$ cat config.mk
export PLATFORM = sky130hd
export DESIGN_NAME = pcs_rx_block_sync
export DESIGN_NICKNAME = d
export VERILOG_FILES = /design/src/rtl/pcs_pkg.sv /design/src/rtl/descrambler_64bit.sv /design/src/rtl/pcs_rx_block_sync.sv
export SDC_FILE = /design/constraint.sdc
export NUM_CORES = 1
export LEC_CHECK = 0
export CAP_MARGIN = 20
export CORE_UTILIZATION = 35
export DETAILED_ROUTE_END_ITERATION = 8
export SYNTH_ARGS = -nofsm -noshare
export SYNTH_HDL_FRONTEND = slang
export SYNTH_SLANG_ARGS = --single-unit
$ cat constraint.sdc
create_clock -name CLK -period 5.4 [get_ports CLK]
set_input_delay 1.08 -clock CLK [delete_from_list [all_inputs] [get_ports CLK]]
set_output_delay 1.08 -clock CLK [all_outputs]
set_load 0.01 [all_outputs]
$ cat src/rtl/pcs_pkg.sv
// Shared PCS definitions for the 64b/66b encode/decode paths.
// Contents:
//   SYNC_DATA / SYNC_CTRL - legal 2-bit sync headers
//   TAP_A / TAP_B         - tap positions of the x^58 + x^39 + 1 scrambler
//   lock_state_t          - receive block-lock FSM states
//   sync_hdr_valid()      - true for a legal sync header
package pcs_pkg;

    localparam logic [1:0] SYNC_DATA = 2'b01;
    localparam logic [1:0] SYNC_CTRL = 2'b10;

    localparam int unsigned TAP_A = 39;
    localparam int unsigned TAP_B = 58;

    typedef enum logic [1:0] {
        HUNT,
        SLIP,
        LOCKED
    } lock_state_t;

    function automatic logic sync_hdr_valid(input logic [1:0] hdr);
        return (hdr == SYNC_DATA) || (hdr == SYNC_CTRL);
    endfunction

endpackage

$ cat src/rtl/descrambler_64bit.sv
// Parallel 64-bit self-synchronous descrambler for x^58 + x^39 + 1.
// Ports:
//   CLK, RST_N - clock and asynchronous active-low reset
//   en         - advance the history register with this word
//   c[63:0]    - scrambled word, bit 0 earliest in time
//   d[63:0]    - descrambled word (combinational from c and history)
module descrambler_64bit
    import pcs_pkg::*;
(
    input  logic        CLK,
    input  logic        RST_N,
    input  logic        en,
    input  logic [63:0] c,
    output logic [63:0] d
);

    // hist[k] holds c[64-TAP_B+k] of the previous enabled word.
    logic [TAP_B-1:0]    hist;
    // Bit stream in time order: ext[TAP_B + i] is c[i], lower bits are history.
    logic [TAP_B+63:0]   ext;

    assign ext = {c, hist};

    always_comb begin
        d = '0;
        for (int i = 0; i < 64; i++) begin
            d[i] = ext[i + TAP_B] ^ ext[i + TAP_B - TAP_A] ^ ext[i];
        end
    end

    always_ff @(posedge CLK or negedge RST_N) begin
        if (!RST_N) begin
            hist <= '1;
        end else if (en) begin
            // History tracks the received bits, not the descrambled ones.
            hist <= c[63:64-TAP_B];
        end
    end

endmodule

$ cat src/rtl/pcs_rx_block_sync.sv
// 64b/66b receive block synchroniser and descrambler.
// Hunts for sync-header lock, requests gearbox slips until lock is found,
// monitors header quality while locked, and presents descrambled payloads.
// Ports:
//   CLK, RST_N  - clock and asynchronous active-low reset
//   rx_block    - [1:0] sync header, [65:2] scrambled payload (bit 2 earliest)
//   rx_valid    - rx_block valid this cycle
//   rx_slip     - one-cycle request to shift gearbox alignment by one bit
//   block_lock  - header lock achieved
//   data_out    - descrambled payload, bit 0 earliest
//   header_out  - sync header of the block on data_out
//   data_valid  - data_out/header_out valid (block arrived while locked)
//   hdr_err     - block on data_out had an invalid header
module pcs_rx_block_sync
    import pcs_pkg::*;
#(
    parameter int unsigned LOCK_CNT  = 64,
    parameter int unsigned BAD_LIMIT = 16,
    parameter int unsigned SLIP_WAIT = 4
) (
    input  logic        CLK,
    input  logic        RST_N,
    input  logic [65:0] rx_block,
    input  logic        rx_valid,
    output logic        rx_slip,
    output logic        block_lock,
    output logic [63:0] data_out,
    output logic [1:0]  header_out,
    output logic        data_valid,
    output logic        hdr_err
);

    localparam int unsigned SH_W   = $clog2(LOCK_CNT + 1);
    localparam int unsigned BAD_W  = $clog2(BAD_LIMIT + 1);
    localparam int unsigned WAIT_W = $clog2(SLIP_WAIT + 1);

    lock_state_t       state;
    logic [SH_W-1:0]   sh_cnt;
    logic [BAD_W-1:0]  bad_cnt;
    logic [WAIT_W-1:0] wait_cnt;

    logic              hdr_ok;
    logic [SH_W-1:0]   sh_inc;
    logic [BAD_W-1:0]  bad_inc;
    logic [WAIT_W-1:0] wait_inc;
    logic [63:0]       descr;

    assign hdr_ok   = sync_hdr_valid(rx_block[1:0]);
    assign sh_inc   = sh_cnt + SH_W'(1);
    assign bad_inc  = bad_cnt + BAD_W'(!hdr_ok);
    assign wait_inc = wait_cnt + WAIT_W'(1);

    descrambler_64bit u_descrambler (
        .CLK   (CLK),
        .RST_N (RST_N),
        .en    (rx_valid),
        .c     (rx_block[65:2]),
        .d     (descr)
    );

    always_ff @(posedge CLK or negedge RST_N) begin
        if (!RST_N) begin
            state      <= HUNT;
            sh_cnt     <= '0;
            bad_cnt    <= '0;
            wait_cnt   <= '0;
            rx_slip    <= 1'b0;
            block_lock <= 1'b0;
            data_out   <= '0;
            header_out <= '0;
            data_valid <= 1'b0;
            hdr_err    <= 1'b0;
        end else begin
            rx_slip    <= 1'b0;
            data_valid <= 1'b0;
            hdr_err    <= 1'b0;
            if (rx_valid) begin
                data_out   <= descr;
                header_out <= rx_block[1:0];
                // block_lock here is the pre-edge value, so the block that
                // loses lock is still flagged valid.
                data_valid <= block_lock;
                hdr_err    <= !hdr_ok && block_lock;

                unique case (state)
                    HUNT: begin
                        if (hdr_ok) begin
                            if (sh_inc == SH_W'(LOCK_CNT)) begin
                                state      <= LOCKED;
                                block_lock <= 1'b1;
                                sh_cnt     <= '0;
                                bad_cnt    <= '0;
                            end else begin
                                sh_cnt <= sh_inc;
                            end
                        end else begin
                            rx_slip  <= 1'b1;
                            sh_cnt   <= '0;
                            bad_cnt  <= '0;
                            wait_cnt <= '0;
                            state    <= SLIP;
                        end
                    end
                    SLIP: begin
                        if (wait_inc == WAIT_W'(SLIP_WAIT)) begin
                            wait_cnt <= '0;
                            state    <= HUNT;
                        end else begin
                            wait_cnt <= wait_inc;
                        end
                    end
                    LOCKED: begin
                        // Loss of lock wins over end-of-window.
                        if (bad_inc == BAD_W'(BAD_LIMIT)) begin
                            block_lock <= 1'b0;
                            rx_slip    <= 1'b1;
                            sh_cnt     <= '0;
                            bad_cnt    <= '0;
                            wait_cnt   <= '0;
                            state      <= SLIP;
                        end else if (sh_inc == SH_W'(LOCK_CNT)) begin
                            sh_cnt  <= '0;
                            bad_cnt <= '0;
                        end else begin
                            sh_cnt  <= sh_inc;
                            bad_cnt <= bad_inc;
                        end
                    end
                    default: state <= HUNT;
                endcase
            end
        end
    end

endmodule

==> impl_metrics.py <==
metrics = {
    "finish": {
        "area_growth_pct": 31.3,
        "stdcell_count": 957,
        "drive_gt1_share_pct": 32.2,
        "fin_nets": 756,
        "antennaDiodeCount": 0,
        "stdcell_area_sq_mm": 0.00937,
    },
    "die": {
        "die_w_um": 145,
        "initial_core_util_pct": 36.2,
        "core_sq_mm": 0.0197,
        "dieArea_sq_mm": 0.0210,
        "rows": 51,
        "ioPinCount": 139,
        "fp.dieH_um": 145,
    },
    "placement": {
        "gp_congestion": 0.856,
        "dp.cells": 925,
        "dpl-instance-area_sq_mm": 0.00880,
        "dp_hpwl_um": 11100,
        "io_buffers": 138,
    },
    "drt": {
        "drc": 0,
        "wl_per_cell_um": 16.4,
        "ant_nets": 0,
        "drt_iter0_markers": 252,
        "vias": 4603,
        "vias_per_cell": 4.81,
        "first_pass_iters": 4,
        "wirelength_um": 15700,
    },
    "synth": {
        "async_flop_share_pct": 100,
        "synth-main-ff-cell": "dfrtp_1",
        "synth_warnings": 0,
        "synth_seq_cells": 145,
        "syn_area_sq_mm": 0.00714,
        "yosysSeqAreaShare_pct": 51.9,
        "syn_area_per_cell_sq_um": 13.3,
        "synth_enable_flop_cells": 0,
        "synth.distinct_cells": 48,
        "synth_fp_nets": 615,
        "postSynthCellCount": 538,
    },
    "setup_path": {
        "max_stage_delay_ns": 0.58,
        "r2r_slack_ns": 2.91,
        "crit_family": "compound AO/OA/AOI/OAI gates",
        "rr_endpoint": "wait_cnt[2]",
        "worst-path-buf-inv": 2,
        "crit_type": "in2reg",
        "critPathSlowestCell": "or4b_4",
        "reg2reg_depth": 7,
        "crit_chain": "clkdlybuf4s50_1 > xnor2_1 > buf_4 > ha_1 > ha_1 > or4b_4 > o31ai_4 > a21oi_2 > a311o_1 > a22o_1",
        "crit_fanout": 11,
        "worstPathArrival_ns": 3.81,
        "endpoint_kind": "flop",
        "worstPathRequired_ns": 5.70,
        "worstSetupStartpointType": "input pin",
        "crit_top_cell": "ha_1",
        "worst_r2r_startpoint": "bad_cnt[0]",
    },
    "worst_hold_path": {
        "hp-class": "reg2reg",
        "holdPathStages": 1,
        "hp-start": "data_out[10]",
        "whs_endpoint": "data_out[10]",
    },
    "pwr": {
        "ir_worst_vdd_uv": 216,
        "leakagePower_nw": 3.58,
        "cellPowerDensity_mw_per_mm2": 383,
    },
    "timing": {
        "setup_violations": 0,
        "finalCritPeriodShare_pct": 65.0,
        "finClkSkew_ns": 0.0100,
        "max_clock_freq_ghz": 0.285,
        "slew_viol_final": 0,
        "tns_ns": 0,
        "grt_setup_unrepaired": "no",
        "hold_viol_final": 0,
        "min_period_ns": 3.51,
        "relSlewSlack_pct": 23.6,
        "worst_pin_slew_ns": 1.14,
    },
    "outcome": {
        "status": "complete, no violations",
    },
    "clock_tree": {
        "numCtsBuffers": 17,
        "cts_sinks": 145,
        "ctsResizeCount": 0,
        "cts_setup_buffers": 0,
        "insertion_delay_ns": 0.42,
        "cts_tree": "done",
        "cts.reportedPaths.clkPinSlew_ns": 0.06,
        "holdBufCountCts": 0,
        "clockRootBuffer": "clkbuf_16",
        "clockBufferDepth": 2,
        "htreeDepth": 4,
    },
    "grt": {
        "grt_pass1_wl_um": 25600,
        "gr-total-overflow": 0,
        "gr-usage-all-layers_pct": 16.1,
        "antenna_found_initial": 0,
        "grt_max_degree": 107,
        "grt_pass1_vias": 4928,
    },
    "run": {
        "max_cap_viol_count": 0,
    },
}
==> power by group <==
group          total, W  switching, W  internal [W]
clock           0.00114      0.000453      0.000692
combinational  0.000978      0.000389      0.000590
sequential      0.00147      0.000148       0.00132
total           0.00359      0.000989       0.00260
==> cells by family after synthesis <==
group | Yosys count | synth area share, %
mux | 129 | 20.3
flops | 145 | 51.9
compound gates | 45 | 4.84
fa+ha+maj | 8 | 1.40
simple gates | 55 | 4.24
xor+xnor | 130 | 16.0
buf+inv | 26 | 1.39
==> synthesized netlist by cell type (2+ instances only) <==
cell type / count / area share, %
a211o_1: 2 / 0.25
a21bo_2: 2 / 0.28
a21o_1: 4 / 0.42
a21oi_1: 5 / 0.35
a22o_1: 5 / 0.61
a31oi_1: 3 / 0.26
a32oi_1: 2 / 0.25
and2_1: 6 / 0.53
and4_1: 2 / 0.25
clkbuf_1: 18 / 0.95
dfrtp_1: 87 / 31
dfstp_2: 58 / 21
ha_1: 8 / 1.4
inv_1: 6 / 0.32
mux2_2: 126 / 20
mux2i_1: 3 / 0.42
nand2_1: 14 / 0.74
nand2b_1: 2 / 0.18
nand3_1: 8 / 0.56
nand4_1: 2 / 0.18
nor2_1: 7 / 0.37
nor2b_1: 2 / 0.18
nor3_1: 2 / 0.14
nor4_1: 3 / 0.26
o21a_1: 3 / 0.32
o21ai_0: 6 / 0.42
o21ai_1: 2 / 0.14
xnor2_1: 130 / 16
==> final cells by class <==
cell class	count	area (sq um)
clock buffer	23	458
multi-input combinational	367	3340
sequential	145	3700
fill	1753	10300
clock inverter	9	110
timing repair buffer	142	1410
inverter	6	22.5
tap	265	332
==> registers in the layout, summed over array words and instances, names as in the netlist <==
register            flops
data_out               64
block_lock              1
sh_cnt                  7
bad_cnt                 5
u_descrambler.hist     58
state                   2
data_valid              1
hdr_err                 1
rx_slip                 1
header_out              2
wait_cnt                3
==> layer usage <==
layer	routed length, um	track usage (%)	vias up	part of all wire, %
li1	-	-	2155	-
met1	6890	19.9	2312	44
met2	7400	25.0	119	47
met3	1140	6.28	17	7.2
met4	292	6.70	0	1.9
met5	0	0	-	0
==> stage by stage <==
stage / power (W) / setup WS, ns / util, % / hold WS [ns]
after global routing: 0.00379 / 1.79 / 47.5 / 0.514
final: 0.00359 / 1.89 / 47.5 / 0.501
after detailed placement: 0.00247 / 1.49 / 44.6 / 0.495
after global placement: 0.00244 / 1.59 / 44.6 / 0.489
after CTS: 0.00365 / 1.93 / 47.5 / 0.508
after floorplan: 0.00199 / 2.07 / - / 0.480
==> worst max-delay path by stage <==
| stage | start | to | slack [ns] | cells after the start |
|---|---|---|---|---|
| 2_1_floorplan | rx_block[0] | wait_cnt[2] | 2.07 | 9 |
| 4_1_cts | rx_block[1] | wait_cnt[2] | 1.93 | 10 |
| 6_report | rx_block[1] | wait_cnt[2] | 1.89 | 10 |
| 5_1_grt | rx_block[1] | wait_cnt[2] | 1.79 | 10 |
| 3_5_place_dp | rx_block[1] | wait_cnt[2] | 1.49 | 10 |
| 3_3_place_gp | rx_block[0] | wait_cnt[2] | 1.59 | 10 |
==> placed cells by master (no fill, tap or decap), types with 3 or more instances in the layout <==
cell	Yosys	final
clkdlybuf4s50_1	0	136
xnor2_1	130	130
mux2_2	126	126
dfrtp_1	87	87
dfstp_2	58	58
clkbuf_16	0	17
nand2_1	14	14
nand3_1	8	8
ha_1	8	8
nor2_1	7	7
inv_1	6	6
and2_1	6	6
o21ai_0	6	6
a21oi_1	5	5
a22o_1	5	5
clkbuf_1	18	5
buf_4	0	5
a21o_1	4	4
o21a_1	3	3
a31oi_1	3	3
mux2i_1	3	3
nor4_1	3	3
clkinvlp_4	0	3
==> worst reg2reg max path, cell delays in order (launching register included) <==
cell and delay (ns):
dfrtp_1 0.39, ha_1 0.26, ha_1 0.24, or4b_4 0.58, o31ai_4 0.19, a21oi_2 0.12, a311o_1 0.36, a22o_1 0.23
(Power assumes the default switching activity.)
